### src/rtl/regs_rename_ckpt_if.sv
// Rename register-file bundle: read, allocate, writeback and checkpoint signals.
// The master drives requests; the slave returns read data and checkpoint status.
interface regs_rename_ckpt_if #(
    parameter int NREGS  = 8,
    parameter int DATA_W = 16,
    parameter int TAG_W  = 6,
    parameter int NREAD  = 8,
    parameter int NALLOC = 4,
    parameter int NWB    = 3
);
    localparam int AW = $clog2(NREGS);
    localparam int RW = DATA_W + 1 + TAG_W;

    logic                     flush;
    logic [NREAD*AW-1:0]      raddr;
    logic [NREAD*RW-1:0]      rdata;
    logic [NALLOC-1:0]        alloc_en;
    logic [NALLOC*AW-1:0]     alloc_addr;
    logic [NALLOC*TAG_W-1:0]  alloc_tag;
    logic [NWB-1:0]           wb_en;
    logic [NWB*AW-1:0]        wb_addr;
    logic [NWB*DATA_W-1:0]    wb_data;
    logic [NWB*TAG_W-1:0]     wb_tag;
    logic                     ckpt_save;
    logic                     ckpt_restore;
    logic                     ckpt_valid;

    modport master (
        output flush, raddr, alloc_en, alloc_addr, alloc_tag,
        output wb_en, wb_addr, wb_data, wb_tag,
        output ckpt_save, ckpt_restore,
        input  rdata, ckpt_valid
    );

    modport slave (
        input  flush, raddr, alloc_en, alloc_addr, alloc_tag,
        input  wb_en, wb_addr, wb_data, wb_tag,
        input  ckpt_save, ckpt_restore,
        output rdata, ckpt_valid
    );
endinterface

### src/rtl/regs_rename_ckpt.sv
// Architectural register file with per-register busy/ROB-tag rename status
// and a one-deep busy/tag checkpoint for branch recovery.
module regs_rename_ckpt #(
    parameter int NREGS    = 8,
    parameter int DATA_W   = 16,
    parameter int TAG_W    = 6,
    parameter int NREAD    = 8,
    parameter int NALLOC   = 4,
    parameter int NWB      = 3,
    parameter int ZERO_REG = 0
) (
    input  logic clk,
    input  logic rst_n,
    regs_rename_ckpt_if.slave bus
);
    localparam int AW = $clog2(NREGS);
    localparam int RW = DATA_W + 1 + TAG_W;

    logic [DATA_W-1:0] data_q [NREGS];
    logic [DATA_W-1:0] data_d [NREGS];
    logic [TAG_W-1:0]  tag_q  [NREGS];
    logic [TAG_W-1:0]  tag_d  [NREGS];
    logic [TAG_W-1:0]  stag_q [NREGS];
    logic [TAG_W-1:0]  stag_d [NREGS];
    logic [NREGS-1:0]  busy_q, busy_d;
    logic [NREGS-1:0]  sbusy_q, sbusy_d;
    logic              cv_q, cv_d;
    logic [NREAD*AW-1:0] raddr_q;
    logic              rst_act;

    assign rst_act = bus.ckpt_restore & cv_q;

    always_comb begin
        logic             a_hit;
        logic [TAG_W-1:0] a_tag;
        logic             c_live;
        logic             c_snap;
        for (int r = 0; r < NREGS; r++) begin
            data_d[r]  = data_q[r];
            tag_d[r]   = tag_q[r];
            busy_d[r]  = busy_q[r];
            a_hit      = 1'b0;
            a_tag      = tag_q[r];
            c_live     = 1'b0;
            c_snap     = 1'b0;
            // Ascending lane order: the highest lane's write lands last.
            for (int k = 0; k < NWB; k++) begin
                if (bus.wb_en[k] && bus.wb_addr[k*AW +: AW] == AW'(r)) begin
                    data_d[r] = bus.wb_data[k*DATA_W +: DATA_W];
                    if (bus.wb_tag[k*TAG_W +: TAG_W] == tag_q[r])
                        c_live = 1'b1;
                    if (bus.wb_tag[k*TAG_W +: TAG_W] == stag_q[r])
                        c_snap = 1'b1;
                end
            end
            for (int j = 0; j < NALLOC; j++) begin
                if (bus.alloc_en[j] && bus.alloc_addr[j*AW +: AW] == AW'(r)) begin
                    a_hit = 1'b1;
                    a_tag = bus.alloc_tag[j*TAG_W +: TAG_W];
                end
            end
            if (bus.flush) begin
                busy_d[r] = 1'b0;
            end else if (rst_act) begin
                tag_d[r]  = stag_q[r];
                busy_d[r] = sbusy_q[r] & ~c_snap;
            end else if (a_hit) begin
                tag_d[r]  = a_tag;
                busy_d[r] = 1'b1;
            end else if (c_live) begin
                busy_d[r] = 1'b0;
            end
            if (bus.ckpt_save) begin
                stag_d[r]  = tag_d[r];
                sbusy_d[r] = busy_d[r];
            end else begin
                stag_d[r]  = stag_q[r];
                sbusy_d[r] = sbusy_q[r] & ~c_snap;
            end
            if (ZERO_REG != 0 && r == 0) begin
                data_d[r]  = '0;
                tag_d[r]   = '0;
                busy_d[r]  = 1'b0;
                stag_d[r]  = '0;
                sbusy_d[r] = 1'b0;
            end
        end
    end

    always_comb begin
        cv_d = cv_q;
        if (bus.flush)
            cv_d = 1'b0;
        else if (bus.ckpt_save)
            cv_d = 1'b1;
        else if (rst_act)
            cv_d = 1'b0;
    end

    always_ff @(posedge clk or negedge rst_n) begin
        if (!rst_n) begin
            for (int r = 0; r < NREGS; r++) begin
                data_q[r] <= '0;
                tag_q[r]  <= '0;
                stag_q[r] <= '0;
            end
            busy_q  <= '0;
            sbusy_q <= '0;
            cv_q    <= 1'b0;
            raddr_q <= '0;
        end else begin
            for (int r = 0; r < NREGS; r++) begin
                data_q[r] <= data_d[r];
                tag_q[r]  <= tag_d[r];
                stag_q[r] <= stag_d[r];
            end
            busy_q  <= busy_d;
            sbusy_q <= sbusy_d;
            cv_q    <= cv_d;
            raddr_q <= bus.raddr;
        end
    end

    // Read from post-edge state so a read sees same-edge updates.
    always_comb begin
        logic [AW-1:0] a;
        bus.rdata = '0;
        for (int i = 0; i < NREAD; i++) begin
            a = raddr_q[i*AW +: AW];
            bus.rdata[i*RW +: RW] = {data_q[a], busy_q[a], tag_q[a]};
        end
    end

    assign bus.ckpt_valid = cv_q;
endmodule

### src/flat_wrapper.sv
// flat-port wrapper written by rule: the top's interface ports become plain ports
module regs_rename_ckpt_flat 
#(
    parameter int NREGS    = 8,
    parameter int DATA_W   = 16,
    parameter int TAG_W    = 6,
    parameter int NREAD    = 8,
    parameter int NALLOC   = 4,
    parameter int NWB      = 3,
    parameter int ZERO_REG = 0
)
  (clk, rst_n, bus_flush, bus_raddr, bus_alloc_en, bus_alloc_addr, bus_alloc_tag, bus_wb_en, bus_wb_addr, bus_wb_data, bus_wb_tag, bus_ckpt_save, bus_ckpt_restore, bus_rdata, bus_ckpt_valid);
  regs_rename_ckpt_if #(.NREGS(NREGS), .DATA_W(DATA_W), .TAG_W(TAG_W), .NREAD(NREAD), .NALLOC(NALLOC), .NWB(NWB)) bus_i ();
  input  logic clk;
  input  logic rst_n;
  input wire logic [$bits(bus_i.flush)-1:0] bus_flush;
  input wire logic [$bits(bus_i.raddr)-1:0] bus_raddr;
  input wire logic [$bits(bus_i.alloc_en)-1:0] bus_alloc_en;
  input wire logic [$bits(bus_i.alloc_addr)-1:0] bus_alloc_addr;
  input wire logic [$bits(bus_i.alloc_tag)-1:0] bus_alloc_tag;
  input wire logic [$bits(bus_i.wb_en)-1:0] bus_wb_en;
  input wire logic [$bits(bus_i.wb_addr)-1:0] bus_wb_addr;
  input wire logic [$bits(bus_i.wb_data)-1:0] bus_wb_data;
  input wire logic [$bits(bus_i.wb_tag)-1:0] bus_wb_tag;
  input wire logic [$bits(bus_i.ckpt_save)-1:0] bus_ckpt_save;
  input wire logic [$bits(bus_i.ckpt_restore)-1:0] bus_ckpt_restore;
  output wire logic [$bits(bus_i.rdata)-1:0] bus_rdata;
  output wire logic [$bits(bus_i.ckpt_valid)-1:0] bus_ckpt_valid;
  assign bus_i.flush = bus_flush;
  assign bus_i.raddr = bus_raddr;
  assign bus_i.alloc_en = bus_alloc_en;
  assign bus_i.alloc_addr = bus_alloc_addr;
  assign bus_i.alloc_tag = bus_alloc_tag;
  assign bus_i.wb_en = bus_wb_en;
  assign bus_i.wb_addr = bus_wb_addr;
  assign bus_i.wb_data = bus_wb_data;
  assign bus_i.wb_tag = bus_wb_tag;
  assign bus_i.ckpt_save = bus_ckpt_save;
  assign bus_i.ckpt_restore = bus_ckpt_restore;
  assign bus_rdata = bus_i.rdata;
  assign bus_ckpt_valid = bus_i.ckpt_valid;
  regs_rename_ckpt #(.NREGS(NREGS), .DATA_W(DATA_W), .TAG_W(TAG_W), .NREAD(NREAD), .NALLOC(NALLOC), .NWB(NWB), .ZERO_REG(ZERO_REG)) u_core (.clk(clk), .rst_n(rst_n), .bus(bus_i));
endmodule
### config.mk
export PLATFORM = sky130hd
export DESIGN_NAME = regs_rename_ckpt_flat
export DESIGN_NICKNAME = d
export VERILOG_FILES = /design/src/rtl/regs_rename_ckpt_if.sv /design/src/rtl/regs_rename_ckpt.sv /design/src/flat_wrapper.sv
export SDC_FILE = /design/constraint.sdc
export NUM_CORES = 1
export LEC_CHECK = 0
export CORE_MARGIN = 3
export CORE_UTILIZATION = 36
export DETAILED_ROUTE_END_ITERATION = 12
export SYNTH_ARGS = -nofsm -noshare
export SYNTH_HDL_FRONTEND = slang
export SYNTH_SLANG_ARGS = --single-unit
### constraint.sdc
create_clock -name clk -period 2.7 [get_ports clk]
set_input_delay 0.54 -clock clk [delete_from_list [all_inputs] [get_ports clk]]
set_output_delay 0.54 -clock clk [all_outputs]
set_load 0.01 [all_outputs]
==> run metrics <==
ys async rst share 1.00; final clock skew 24.5 ps; Worst setup startpoint u_core.raddr_q[15]$_DFF_PN0_; Remaining DRCs 0; Crit path required time 2160 ps; Yosys top cell area share 0.271; port bufs 331; unrepaired setup endpoints after global routing yes; syn avg cell area 10.3 µm²; Worst Path Max Fanout 6; fin crit period 2990 ps; Seq pwr share 0.288; final hold vios 0; via count 30,900; share of cells above drive strength 1 0.394; status finished with violations; First-pass DRT Iterations 8; initial antenna violation count 19; slowest cell on the critical path dfrtp_4; GRT Util Overall 0.329; Crit Path Class reg2out; top cells by area, synth mux4_2 27%, dfrtp_1 22%, mux2_2 6.8%; max-cap check violation count 0; CTS Buf Count 37; Core Area 84,000 µm²; leading cell types by count after synthesis 368 x mux4_2, 320 x clkbuf_1, 265 x dfrtp_1; Die Span X 297 µm; fillers 7,433; clock slew at reported path FFs 60 ps; number of global-route vias before repair 29,500; gp weighted congestion 0.968; internal power 14.9 mW; routed wire length 151,000 µm; failing checks negative setup slack; worst IR drop on VDD 0.478 mV; Post-Syn Area 30,600 µm²; power share of the clock group 0.216; Synth warnings 0; CTS tree yes; post-synthesis cell count 2,971; Final Cycle Share 1.11; clock sinks 265; register area 6690 µm²; CP endpoint kind output port; Root Driver clkbuf_16; largest net degree at the start of global routing 72; Max Buffers Root-to-Sink 3; Layout Nets 3,486; I/O Pins 332; most used cell, CP buf_12; critical path launch point type flop; crit path cell chain buf_12, buf_12, buf_12, mux4_2, mux2_4, buf_6; PD cells 593 nW/µm²; cell taking the most area after synthesis mux4_2; final core occ 0.494; final worst slack -295 ps; post-route ant nets 0; Worst Path Arrival 2450 ps; row cnt 106; Net Count, Synth 3,118; H-tree depth 2; Hold Path Class in2reg; Synth cell types 77; sequential area share after synthesis 0.217; Rel. slew slack 0.449; Final setup violation count 184; Starting DRT DRC Count 4,727; Hold Startpoint bus_raddr[8]; area of the multi-input gates 22,700 µm²; area added between synthesis and finish 35.5%; dpl hpwl 101,000 µm; #FFs+latches synth 265; Die Area 88,500 µm²; Fmax achieved 334 MHz; Logic pwr share 0.497; max incr delay on CP 540 ps; Post-synth EDFFs 0; Max Slew Vio Count 0; most common cell in the synthesized netlist mux4_2; reg-to-reg startpoint u_core.tag_q[40]$_DFF_PN0_; grt total ovfl 0; wire per inst 33.4 µm; Initial Util 0.364; CP delay by family, top multiplexers; first-pass GRT wire length 216,000 µm; post-DR vias/cell 6.84; sw frac 0.394; worst path buffer plus inverter count 4; Lkg Pwr 17.5 nW; Skew-Pair Late Insertion Delay 590 ps; NetSw 9.69 mW; Slew @ Worst Pin 821 ps; Hold WS 379 ps; Die Y 297 µm; setup_tns -29,600 ps; Synth Flop Type dfrtp_1
area by class of cell:
class                           instances  area share
Antenna cell                           13    0.000785
Multi-Input combinational cell       2236       0.548
Inverter                                9    0.000815
Timing Repair Buffer                  790       0.223
Tap cell                             1134      0.0342
Clock inverter                         18     0.00564
Clock buffer                           49      0.0254
Sequential cell                       265       0.161
cell usage in the layout, fill, tap and decap left out, types with 11 or more instances in the layout:
| cell | Yosys | routed |
|---|---|---|
| nand2_1 | 154 | 153 |
| buf_16 | 0 | 17 |
| nor2_1 | 213 | 209 |
| o22ai_1 | 40 | 40 |
| clkdlybuf4s50_1 | 0 | 144 |
| diode_2 | 0 | 13 |
| a221oi_1 | 15 | 15 |
| nor3_1 | 31 | 29 |
| a2bb2oi_1 | 24 | 24 |
| buf_8 | 0 | 11 |
| clkbuf_16 | 0 | 38 |
| nand4b_1 | 19 | 19 |
| nand3_1 | 14 | 14 |
| a211oi_1 | 139 | 139 |
| mux4_2 | 368 | 368 |
| dfrtp_2 | 0 | 19 |
| mux2i_1 | 167 | 167 |
| dfrtp_1 | 265 | 238 |
| buf_12 | 0 | 131 |
| a21o_1 | 98 | 98 |
| o221ai_1 | 22 | 22 |
| o21ai_0 | 91 | 91 |
| nand4_1 | 56 | 56 |
| mux2_2 | 185 | 13 |
| a31oi_1 | 22 | 22 |
| or4_1 | 16 | 16 |
| buf_4 | 4 | 241 |
| xor2_1 | 160 | 160 |
| xnor2_1 | 128 | 128 |
| nor4_1 | 38 | 38 |
| mux2_4 | 0 | 172 |
| a21oi_1 | 76 | 76 |
| a2111oi_0 | 20 | 20 |
| buf_6 | 4 | 240 |
| and3_1 | 19 | 19 |
flip-flops by register name, indices dropped and copies added, names as in the netlist:
| register | count |
|---|---|
| u_core.data_q | 128 |
| u_core.stag_q | 48 |
| u_core.tag_q | 48 |
| u_core.raddr_q | 24 |
| u_core.busy_q | 8 |
| u_core.sbusy_q | 8 |
| u_core.bus.ckpt_valid | 1 |
metrics by stage:
stage          cell area (µm²)  worst slack (ps)  std cells  power, mW
2_1_floorplan            30600               496       2971       12.6
3_3_place_gp             37000             -64.2       4296       17.5
3_5_place_dp             37000             -59.2       4296       17.6
4_1_cts                  41300              -291       4491       24.0
5_1_grt                  41400              -316       4514       25.3
6_report                 41400              -295       4514       24.6
cell families (layout without fill, tap and decap cells):
group	after synthesis	in the layout	share of synthesized area
buffers and inverters	470	866	0.0637
XOR/XNOR	288	288	0.0825
other	0	13	0
AO/OA/AOI/OAI	609	609	0.140
AND/OR/NAND/NOR	619	619	0.103
multiplexers	720	720	0.394
flip-flops	265	265	0.217
metal layers:
metal  wire [µm]  vias to the layer above  track usage
li1            -                    12200            -
met1       55100                    15400        0.422
met2       63300                     2680        0.471
met3       23200                      550        0.140
met4        9070                       10        0.168
met5          63                        -            0
power by group through the flow:
stage | Clock (mW) | Sequential (mW) | Combinational (mW)
floorplan | 0 | 5.61 | 6.94
global placement | 0 | 6.86 | 10.6
detailed placement | 0 | 6.91 | 10.7
CTS | 5.33 | 6.84 | 11.8
global route | 5.49 | 7.08 | 12.7
finish | 5.31 | 7.08 | 12.2
path summary, 6_finish.rpt:
path / slack, ps / endpoint / cells after the start
min reg2reg: 580 / u_core.busy_q[5]$_DFF_PN0_ / 2
min: 380 / u_core.raddr_q[8]$_DFF_PN0_ / 1
max reg2reg: 530 / u_core.sbusy_q[1]$_DFF_PN0_ / 6
max: -290 / bus_rdata[122] / 6
min in group asynchronous: 470 / u_core.data_q[58]$_DFFE_PN0P_ / 2
max in group asynchronous: 1320 / u_core.tag_q[32]$_DFF_PN0_ / 4
what timing repair did:
action,CTS,global route
gates cloned,25,1
hold buffers,1,0
hold endpoints to repair,42,0
resized for setup,1187,84
endpoints found under the setup margin,184,184
buffers inserted,107,31
Power figures use the tool's default switching activity.
